<file path="config.mk">
export PLATFORM = sky130hd
export DESIGN_NAME = o_writeback
export DESIGN_NICKNAME = d
export VERILOG_FILES = /design/src/rtl/o_writeback_pkg.sv /design/src/rtl/o_word_pack.sv /design/src/rtl/o_writeback.sv
export SDC_FILE = /design/constraint.sdc
export NUM_CORES = 1
export LEC_CHECK = 0
export BUFFER_PORTS_ARGS = -buffer_cell sky130_fd_sc_hd__buf_2
export CORE_MARGIN = 2
export CORE_UTILIZATION = 49
export DETAILED_ROUTE_END_ITERATION = 8
export GPL_ROUTABILITY_DRIVEN = 0
export PLACE_DENSITY = 0.77
export SLEW_MARGIN = 5
export SYNTH_ARGS = -nofsm -noshare
export SYNTH_HDL_FRONTEND = slang
export SYNTH_SLANG_ARGS = --single-unit
</file>
<file path="constraint.sdc">
create_clock -name clk -period 2.4 [get_ports clk]
set_input_delay 0.48 -clock clk [delete_from_list [all_inputs] [get_ports clk]]
set_output_delay 0.48 -clock clk [all_outputs]
set_load 0.005 [all_outputs]
</file>
<file path="src/rtl/o_writeback_pkg.sv">
// ---------------------------------------------------------------------------
// o_writeback_pkg
// Shared types and constants for the O-vector writeback path.
//   ELEM_W            : width of one O-vector element
//   MAX_EMBEDDING_DIM : number of elements in one O-vector
//   o_vector_t        : packed O-vector, element 0 in the LSBs
//   clog2_min1()      : counter width helper that never returns 0
// ---------------------------------------------------------------------------
package o_writeback_pkg;

    localparam int ELEM_W            = 8;
    localparam int MAX_EMBEDDING_DIM = 16;

    typedef logic [MAX_EMBEDDING_DIM-1:0][ELEM_W-1:0] o_vector_t;

    // Width needed to count 0..n-1, but at least one bit so that a
    // degenerate size still yields a legal vector declaration.
    function automatic int clog2_min1(input int n);
        return (n > 1) ? $clog2(n) : 1;
    endfunction

endpackage

</file>
<file path="src/rtl/o_word_pack.sv">
// ---------------------------------------------------------------------------
// o_word_pack
// Combinational slicer that selects one SRAM word out of an O-vector.
// Word b holds elements b*ELEMS_PER_WORD .. b*ELEMS_PER_WORD+ELEMS_PER_WORD-1,
// with the lowest-numbered element in the LSBs.
// Ports:
//   vec  (in)  : buffered O-vector
//   beat (in)  : word index within the vector
//   word (out) : packed write word
// ---------------------------------------------------------------------------
module o_word_pack
    import o_writeback_pkg::*;
#(
    parameter int ELEMS_PER_WORD = 4,
    parameter int BEAT_W         = 2
) (
    input  o_vector_t                                 vec,
    input  logic [BEAT_W-1:0]                         beat,
    output logic [ELEMS_PER_WORD-1:0][ELEM_W-1:0]     word
);

    localparam int IDX_W = clog2_min1(MAX_EMBEDDING_DIM);

    // Gather ELEMS_PER_WORD consecutive elements starting at the beat's
    // first element; the index is narrowed to the vector's own index width.
    always_comb begin
        logic [IDX_W-1:0] idx;
        word = '0;
        idx  = '0;
        for (int e = 0; e < ELEMS_PER_WORD; e++) begin
            idx     = IDX_W'(int'(beat) * ELEMS_PER_WORD + e);
            word[e] = vec[idx];
        end
    end

endmodule

</file>
<file path="src/rtl/o_writeback.sv">
// ---------------------------------------------------------------------------
// o_writeback
// Receives scaled O-vectors from the PE one at a time and writes each one to
// the O SRAM as BEATS consecutive words, starting at a base address latched
// on start. Rows are laid out contiguously: address = base + row*BEATS + beat
// (wrapping modulo 2^ADDR_W). The next vector can be taken on the final beat
// of the current one, so a continuous stream produces one word every cycle.
// Ports:
//   clk        (in)  : system clock, rising edge
//   rst        (in)  : asynchronous active-low reset
//   start      (in)  : arms a pass when idle
//   base_addr  (in)  : first SRAM address of the pass, sampled on start
//   vld_in     (in)  : PE has an output vector
//   rdy_out    (out) : we can take a vector this cycle
//   vec_in     (in)  : the output vector
//   sram_we    (out) : SRAM write enable
//   sram_addr  (out) : SRAM write address
//   sram_wdata (out) : SRAM write word, element 0 in the LSBs
//   busy       (out) : pass in progress (any state but IDLE)
//   done       (out) : one-cycle pulse at end of pass
// ---------------------------------------------------------------------------
module o_writeback
    import o_writeback_pkg::*;
#(
    parameter int NUM_ROWS       = 64,
    parameter int ELEMS_PER_WORD = 4,
    parameter int ADDR_W         = 10
) (
    input  logic                               clk,
    input  logic                               rst,
    input  logic                               start,
    input  logic [ADDR_W-1:0]                  base_addr,
    input  logic                               vld_in,
    output logic                               rdy_out,
    input  o_vector_t                          vec_in,
    output logic                               sram_we,
    output logic [ADDR_W-1:0]                  sram_addr,
    output logic [ELEMS_PER_WORD*ELEM_W-1:0]   sram_wdata,
    output logic                               busy,
    output logic                               done
);

    localparam int BEATS       = MAX_EMBEDDING_DIM / ELEMS_PER_WORD;
    localparam int BEAT_W      = clog2_min1(BEATS);
    localparam int ROW_W       = clog2_min1(NUM_ROWS + 1);
    localparam bit SINGLE_BEAT = (BEATS == 1);

    typedef enum logic [1:0] {
        IDLE,
        RECV,
        WRITE,
        DONE
    } state_t;

    state_t              state;
    logic [ADDR_W-1:0]   base_q;
    logic [ROW_W-1:0]    row_q;
    logic [BEAT_W-1:0]   beat_q;
    o_vector_t           buf_q;

    logic                transfer;
    logic                last_beat;
    logic                next_is_last;
    logic                more_rows;
    logic                more_after_next;

    // Handshake and beat/row bookkeeping used by the state machine.
    // more_rows: the row being written is not the last one, so another vector
    // may still be accepted. more_after_next: same question one row ahead,
    // needed when a back-to-back vector starts a new row.
    assign transfer        = vld_in & rdy_out;
    assign last_beat       = (int'(beat_q) == BEATS - 1);
    assign next_is_last    = (int'(beat_q) + 2 == BEATS);
    assign more_rows       = (int'(row_q) + 1 < NUM_ROWS);
    assign more_after_next = (int'(row_q) + 2 < NUM_ROWS);

    // Rows are contiguous in SRAM, so the address is a straight offset from
    // the latched base; truncation to ADDR_W gives the silent wrap.
    assign sram_addr = base_q + ADDR_W'(int'(row_q) * BEATS + int'(beat_q));

    o_word_pack #(
        .ELEMS_PER_WORD (ELEMS_PER_WORD),
        .BEAT_W         (BEAT_W)
    ) u_pack (
        .vec  (buf_q),
        .beat (beat_q),
        .word (sram_wdata)
    );

    // Main state machine. All handshake/status outputs are registered, so
    // each transition also sets the values those outputs must show in the
    // next state. rdy_out is raised one cycle early for the final beat so a
    // new vector lands exactly as the last word of the previous one goes out.
    always_ff @(posedge clk or negedge rst) begin
        if (!rst) begin
            state   <= IDLE;
            base_q  <= '0;
            row_q   <= '0;
            beat_q  <= '0;
            buf_q   <= '0;
            rdy_out <= 1'b0;
            sram_we <= 1'b0;
            busy    <= 1'b0;
            done    <= 1'b0;
        end else begin
            done <= 1'b0;
            case (state)
                IDLE: begin
                    if (start) begin
                        base_q  <= base_addr;
                        row_q   <= '0;
                        beat_q  <= '0;
                        state   <= RECV;
                        rdy_out <= 1'b1;
                        busy    <= 1'b1;
                    end
                end

                RECV: begin
                    if (transfer) begin
                        buf_q   <= vec_in;
                        beat_q  <= '0;
                        state   <= WRITE;
                        sram_we <= 1'b1;
                        rdy_out <= SINGLE_BEAT && more_rows;
                    end
                end

                WRITE: begin
                    if (!last_beat) begin
                        beat_q  <= beat_q + 1'b1;
                        rdy_out <= next_is_last && more_rows;
                    end else begin
                        row_q  <= row_q + 1'b1;
                        beat_q <= '0;
                        if (!more_rows) begin
                            state   <= DONE;
                            sram_we <= 1'b0;
                            rdy_out <= 1'b0;
                            done    <= 1'b1;
                        end else if (transfer) begin
                            buf_q   <= vec_in;
                            state   <= WRITE;
                            sram_we <= 1'b1;
                            rdy_out <= SINGLE_BEAT && more_after_next;
                        end else begin
                            state   <= RECV;
                            sram_we <= 1'b0;
                            rdy_out <= 1'b1;
                        end
                    end
                end

                DONE: begin
                    state <= IDLE;
                    busy  <= 1'b0;
                end

                default: begin
                    state   <= IDLE;
                    rdy_out <= 1'b0;
                    sram_we <= 1'b0;
                    busy    <= 1'b0;
                end
            endcase
        end
    end

endmodule

</file>
Yosys cells after proc, flatten, opt, wreduce, memory -nomap -nowiden. Cells that the tools add are included. W data, S select, Z words.

Flip-flop bits (word level): 153. Latch bits: 0. Memory bits (writable): 0. Bits in read-only memories: 0. Memories: 0.

Add/sub/neg operators: 9. Multipliers: 0. Divide/modulo/power cells: 0. Order comparisons: 5. Eq/ne operators: 9. Shift operators: 0. Multiplexer cells: 40. Bitwise logic cells: 1. Reductions and logical operators: 13.

Operators with widths (count): $mux W128 (3); $pmux W128 S2 (1); $bmux W8 S4 (3); $mux W8 (4); $lt A4 B5 Y1 const B (4); $bmux W8 S2 (1); $mux W2 (8); $reduce_and A3 Y1 (5); $mux W7 (2); $pmux W7 S2 (1); $mux W1 (12); $add A10 B10 Y10 (1); $add A9 B2 Y10 (1); $add A4 B2 Y4 const B (2); $add A7 B1 Y8 const B (1); $lt A8 B7 Y1 const B (1); $ne A2 B2 Y1 const B (4); $pmux W2 S4 (1); $add A7 B1 Y7 const B (1); $pmux W2 S3 (1); $reduce_bool A2 Y1 (3); $add A4 B1 Y4 const B (1); $eq A2 B1 Y1 const B (2); $eq A2 B2 Y1 const B (2); other kinds (10) (12).

Logic depth before layout (Yosys ltp).
Word-level depth: 5. Mapped depth: 7. Gate-level depth less buffers: 7.

Modules after synthesis. A second synthesis with hierarchy kept.

Cell total of the unflattened synthesis: 463. Area, all modules: 7797.5 um^2.

Modules (own cells, without submodules): o_writeback (instances 1, cells an instance 424, area each 6982.9 um^2); o_word_pack (instances 1, cells an instance 39, area each 814.5 um^2).

Worst setup path after synthesis. No wires, ideal clock.

Kind: register to output. Start: register row_q[2]. End: output sram_addr[9]. Arrival time: 1.839 ns. Required time: 1.920 ns. Path slack: 0.081 ns. Cell stages (with the launch flop): 7. Cell sequence: dfrtp_1 ha_1 and3_1 a2111oi_2 o21ai_0 a21oi_1 xnor2_1.

Cells in the longest elaborated chain, start to end: 2.

Ends and longest elaborated chain: from (decl) (RTL line o_writeback.sv:57) `logic [ROW_W-1:0] row_q;`; from (signal assigned) (RTL line o_writeback.sv:134) `row_q <= row_q + 1'b1;`; $add A9 B2 Y10 (RTL line o_writeback.sv:79) `assign sram_addr = base_q + ADDR_W'(int'(row_q) * BEATS + int'(beat_q));`; $add A10 B10 Y10 (RTL line o_writeback.sv:79); to (decl) (RTL line o_writeback.sv:37) `output logic [ADDR_W-1:0] sram_addr,`.

No other way between the ends.

Final worst setup path.
Start: register base_q[1]. End: output sram_addr[8].

Cells in the longest elaborated chain, start to end: 1.

Ends and longest elaborated chain: from (decl) (RTL line o_writeback.sv:56) `logic [ADDR_W-1:0] base_q;`; from (signal assigned) (RTL line o_writeback.sv:110) `base_q <= base_addr;`; $add A10 B10 Y10 (RTL line o_writeback.sv:79).

No other way between the ends.

==> metrics.txt <==
# TYPE chip_impl_metric gauge
chip_impl_metric{name="syn_area_per_cell",unit="um^2"} 16.7
chip_impl_info{name="crit_chain",value="buf_4, fa_2, a21o_1, a21oi_2, o21bai_1, a21bo_2, xor2_1, buf_2"} 1
chip_impl_info{name="crit_slowest_cell",value="sky130_fd_sc_hd__dfrtp_1"} 1
chip_impl_metric{name="final.setup_skew",unit="ns"} 0.0121
chip_impl_metric{name="maximum_fanout_count_along_the_critical_path",unit=""} 2
chip_impl_metric{name="post_dr_vias_cell",unit=""} 5.36
chip_impl_info{name="path_class",value="flop to output port"} 1
chip_impl_info{name="worst_hold_path_type",value="input port to async pin"} 1
chip_impl_metric{name="dr_total_vias",unit=""} 4662
chip_impl_metric{name="post_route_cells_drive_above_1_share",unit="%"} 64.7
chip_impl_metric{name="fmaxAchievable",unit="MHz"} 370
chip_impl_metric{name="power.leakage",unit="nW"} 4.54
chip_impl_metric{name="finalSetupViolCount",unit=""} 25
chip_impl_info{name="cp-end-kind",value="output port"} 1
chip_impl_metric{name="synth_warnings",unit=""} 0
chip_impl_metric{name="critical_path_required",unit="ns"} 1.92
chip_impl_metric{name="hold_viol",unit=""} 0
chip_impl_metric{name="critPathMaxStageDelay",unit="ns"} 0.40
chip_impl_metric{name="maxSlewHeadroom",unit="%"} 51.4
chip_impl_metric{name="clk_pin_slew_worst_paths",unit="ns"} 0.06
chip_impl_info{name="layout.cells.most_common",value="sky130_fd_sc_hd__buf_2"} 1
chip_impl_metric{name="fin_util",unit="%"} 63.0
chip_impl_metric{name="tritoncts.num_buffers",unit=""} 17
chip_impl_info{name="layout.cells.most_common_list",value="sky130_fd_sc_hd__buf_2 (186), sky130_fd_sc_hd__dfrtp_1 (151), sky130_fd_sc_hd__mux2_4 (120)"} 1
chip_impl_metric{name="timing.critical_path.arrival",unit="ns"} 2.23
chip_impl_metric{name="grt_start_max_net_pins",unit=""} 67
chip_impl_metric{name="async_flop_share",unit="%"} 100
chip_impl_metric{name="num_rows",unit=""} 45
chip_impl_metric{name="grt_use_total",unit="%"} 20.5
chip_impl_metric{name="flop_and_latch_count_out_of_synthesis",unit=""} 153
chip_impl_metric{name="route.detailed.wl_per_inst",unit="um"} 18.8
chip_impl_metric{name="grt_antenna_before_repair",unit=""} 0
chip_impl_metric{name="synth_enable_flop_cells",unit=""} 0
chip_impl_metric{name="power.density_cell_area",unit="nW/um^2"} 1300
chip_impl_metric{name="synthesis.nets",unit=""} 612
chip_impl_metric{name="first_pass_iters",unit=""} 4
chip_impl_metric{name="post-dp-hpwl",unit="um"} 11600
chip_impl_metric{name="cell_total_after_placement",unit=""} 833
chip_impl_metric{name="cp_num_buf_inv",unit=""} 2
chip_impl_metric{name="max-cap-violations",unit=""} 0
chip_impl_metric{name="drt-total-wl",unit="um"} 16300
chip_impl_metric{name="final-max-slew-violation-count",unit=""} 0
chip_impl_info{name="run_status",value="complete, but fails checks"} 1
chip_impl_metric{name="floorplan.initialDensity",unit="%"} 50.2
chip_impl_info{name="root_buffer",value="sky130_fd_sc_hd__clkbuf_16"} 1
chip_impl_metric{name="max_buffers_root_to_sink",unit=""} 2
chip_impl_metric{name="slew_at_the_pin_with_the_worst_max_slew_slack",unit="ns"} 0.729
chip_impl_metric{name="clock_sink_count",unit=""} 153
chip_impl_metric{name="port_buffers",unit=""} 187
chip_impl_metric{name="yosys.cell_types.count",unit=""} 43
chip_impl_metric{name="first_global_vias",unit=""} 5113
chip_impl_metric{name="layout.cells.non_filler",unit=""} 869
chip_impl_info{name="synth_flop_cell",value="sky130_fd_sc_hd__dfrtp_1"} 1
chip_impl_metric{name="coreArea",unit="um^2"} 15200
chip_impl_metric{name="finalInstanceArea",unit="um^2"} 9580
chip_impl_metric{name="die-width",unit="um"} 129
chip_impl_metric{name="synth_cells",unit=""} 457
chip_impl_metric{name="postLayoutSetupSlackWorst",unit="ns"} -0.306
chip_impl_info{name="failed_checks",value="setup timing"} 1
chip_impl_info{name="cts_tree",value="done"} 1
chip_impl_metric{name="design.portCount",unit=""} 188
chip_impl_metric{name="seq_area_frac_synth",unit="%"} 50.1
chip_impl_metric{name="antenna_left",unit=""} 0
chip_impl_metric{name="holdBufCountCts",unit=""} 0
chip_impl_metric{name="die_area",unit="um^2"} 16600
chip_impl_metric{name="die_h",unit="um"} 129
chip_impl_metric{name="area_delta_synth_final",unit="%"} 25.4
chip_impl_metric{name="globalRouteOverflowTotal",unit=""} 0
chip_impl_info{name="timing.critical_path.max_delay_family",value="compound AO/OA/AOI/OAI gates"} 1
chip_impl_metric{name="clkLatencyLatePin",unit="ns"} 0.42
chip_impl_metric{name="htree_num_levels",unit=""} 4
chip_impl_info{name="grt_setup_unrepaired",value="yes"} 1
chip_impl_metric{name="setup-tns-final",unit="ns"} -2.05
chip_impl_metric{name="max-vdd-ir-drop",unit="V"} 0.000641
chip_impl_metric{name="detailedRoute.firstIterationViolations",unit=""} 321
chip_impl_metric{name="layout.nets",unit=""} 822
chip_impl_info{name="worstSetupStartpointType",value="flop"} 1
chip_impl_metric{name="detailed_place.area",unit="um^2"} 8790
chip_impl_metric{name="drt_drc_violations_left",unit=""} 0
chip_impl_metric{name="timing.final.crit_share",unit="%"} 113
chip_impl_metric{name="area_of_the_mapped_netlist",unit="um^2"} 7640
chip_impl_metric{name="wire_length_of_the_first_global_routing_pass",unit="um"} 26300
chip_impl_metric{name="post-route-min-period",unit="ns"} 2.71
-- worst register-to-register path, cell delays in order, from the launching register on --
cell and delay [ns]:
sky130_fd_sc_hd__dfrtp_1 0.41, sky130_fd_sc_hd__buf_4 0.16, sky130_fd_sc_hd__and3_1 0.21, sky130_fd_sc_hd__and3_4 0.21, sky130_fd_sc_hd__nor4_2 0.32, sky130_fd_sc_hd__a211o_4 0.28
sky130_fd_sc_hd__buf_12 0.26, sky130_fd_sc_hd__mux2_2 0.38
-- synthesized netlist by cell type (2+ instances only) --
cell type,count,area share [%]
sky130_fd_sc_hd__o21bai_1,2,0.20
sky130_fd_sc_hd__a21oi_1,12,0.79
sky130_fd_sc_hd__mux2_4,120,24
sky130_fd_sc_hd__buf_2,4,0.26
sky130_fd_sc_hd__nor2_1,10,0.49
sky130_fd_sc_hd__buf_8,2,0.39
sky130_fd_sc_hd__o31ai_1,2,0.20
sky130_fd_sc_hd__dfrtp_1,153,50
sky130_fd_sc_hd__clkbuf_1,6,0.29
sky130_fd_sc_hd__xnor2_1,6,0.69
sky130_fd_sc_hd__nand2_1,9,0.44
sky130_fd_sc_hd__a21o_1,4,0.39
sky130_fd_sc_hd__xor2_1,6,0.69
sky130_fd_sc_hd__inv_1,6,0.29
sky130_fd_sc_hd__a31oi_1,2,0.16
sky130_fd_sc_hd__mux2_2,18,2.7
sky130_fd_sc_hd__buf_12,11,2.9
sky130_fd_sc_hd__mux4_2,32,9.4
sky130_fd_sc_hd__buf_1,2,0.098
sky130_fd_sc_hd__and3_1,5,0.41
sky130_fd_sc_hd__o21ai_0,5,0.33
sky130_fd_sc_hd__ha_1,12,2.0
sky130_fd_sc_hd__and2_1,2,0.16
sky130_fd_sc_hd__nand3_1,5,0.33
sky130_fd_sc_hd__nand4_1,3,0.25
-- routing by layer --
| layer | vias to the layer above | track usage (%) | part of all wire [%] |
|---|---|---|---|
| met1 | 2370 | 26.3 | 43 |
| met2 | 162 | 33.1 | 49 |
| met3 | 22 | 5.86 | 5.9 |
| met4 | 0 | 8.57 | 2.1 |
| met5 | - | 0 | 0 |
| li1 | 2108 | - | - |
-- power by group --
group,internal (mW),switching [mW]
Sequential,3.83,0.753
Combinational,3.29,1.71
Clock,1.70,1.10
-- cell type report --
| type | instances | area, um^2 |
|---|---|---|
| fill | 1088 | 5630 |
| tap | 188 | 235 |
| clock buffer | 19 | 453 |
| inverter | 6 | 22.5 |
| clock inverter | 13 | 165 |
| sequential | 153 | 3830 |
| timing repair buffer | 217 | 1290 |
| multi-input combinational | 272 | 3570 |
| antenna | 1 | 2.50 |
-- worst paths after layout --
path / startpoint / endpoint / slack, ns / cells past startpoint
setup reg to reg: row_q[2] / buf_q[107] / 0.04 / 7
hold reg to reg: buf_q[109] / buf_q[109] / 0.50 / 1
setup / recovery: base_q[1] / sram_addr[8] / -0.31 / 8
min in group clk: vec_in[23] / buf_q[23] / 0.28 / 2
hold / removal: rst / buf_q[107] / 0.07 / 1
max in group asynchronous: rst / buf_q[1] / 1.69 / 2
-- cells by family after synthesis --
kind of cell,share of synthesized area (%)
compound gates,3.28
buf+inv,4.37
mux,35.8
simple gates,2.79
fa+ha+maj,2.23
xor+xnor,1.38
flops,50.1
-- registers in the layout (all words and copies together), names as in the netlist --
signal / cells
buf_q: 128
base_q: 10
row_q: 7
beat_q: 2
state: 2
busy: 1
done: 1
rdy_out: 1
sram_we: 1
-- per-stage QoR --
| stage | worst slack [ns] | total power [mW] | hold WS (ns) |
|---|---|---|---|
| final | -0.306 | 12.4 | 0.0676 |
| after global routing | -0.405 | 13.1 | 0.110 |
| after CTS | -0.319 | 12.4 | 0.0756 |
| after detailed placement | -0.0825 | 9.50 | 0.489 |
| after global placement | -0.0536 | 9.22 | 0.486 |
| after floorplan | 0.0807 | 8.07 | 0.184 |
-- repair_timing --
action / 4_1_cts / 5_1_grt
buffers inserted: 2 / 3
setup endpoints to repair: 133 / 162
pin swaps: 10 / 3
gates resized for setup: 11 / 13
No activity file was read; power rests on OpenSTA's default activity.
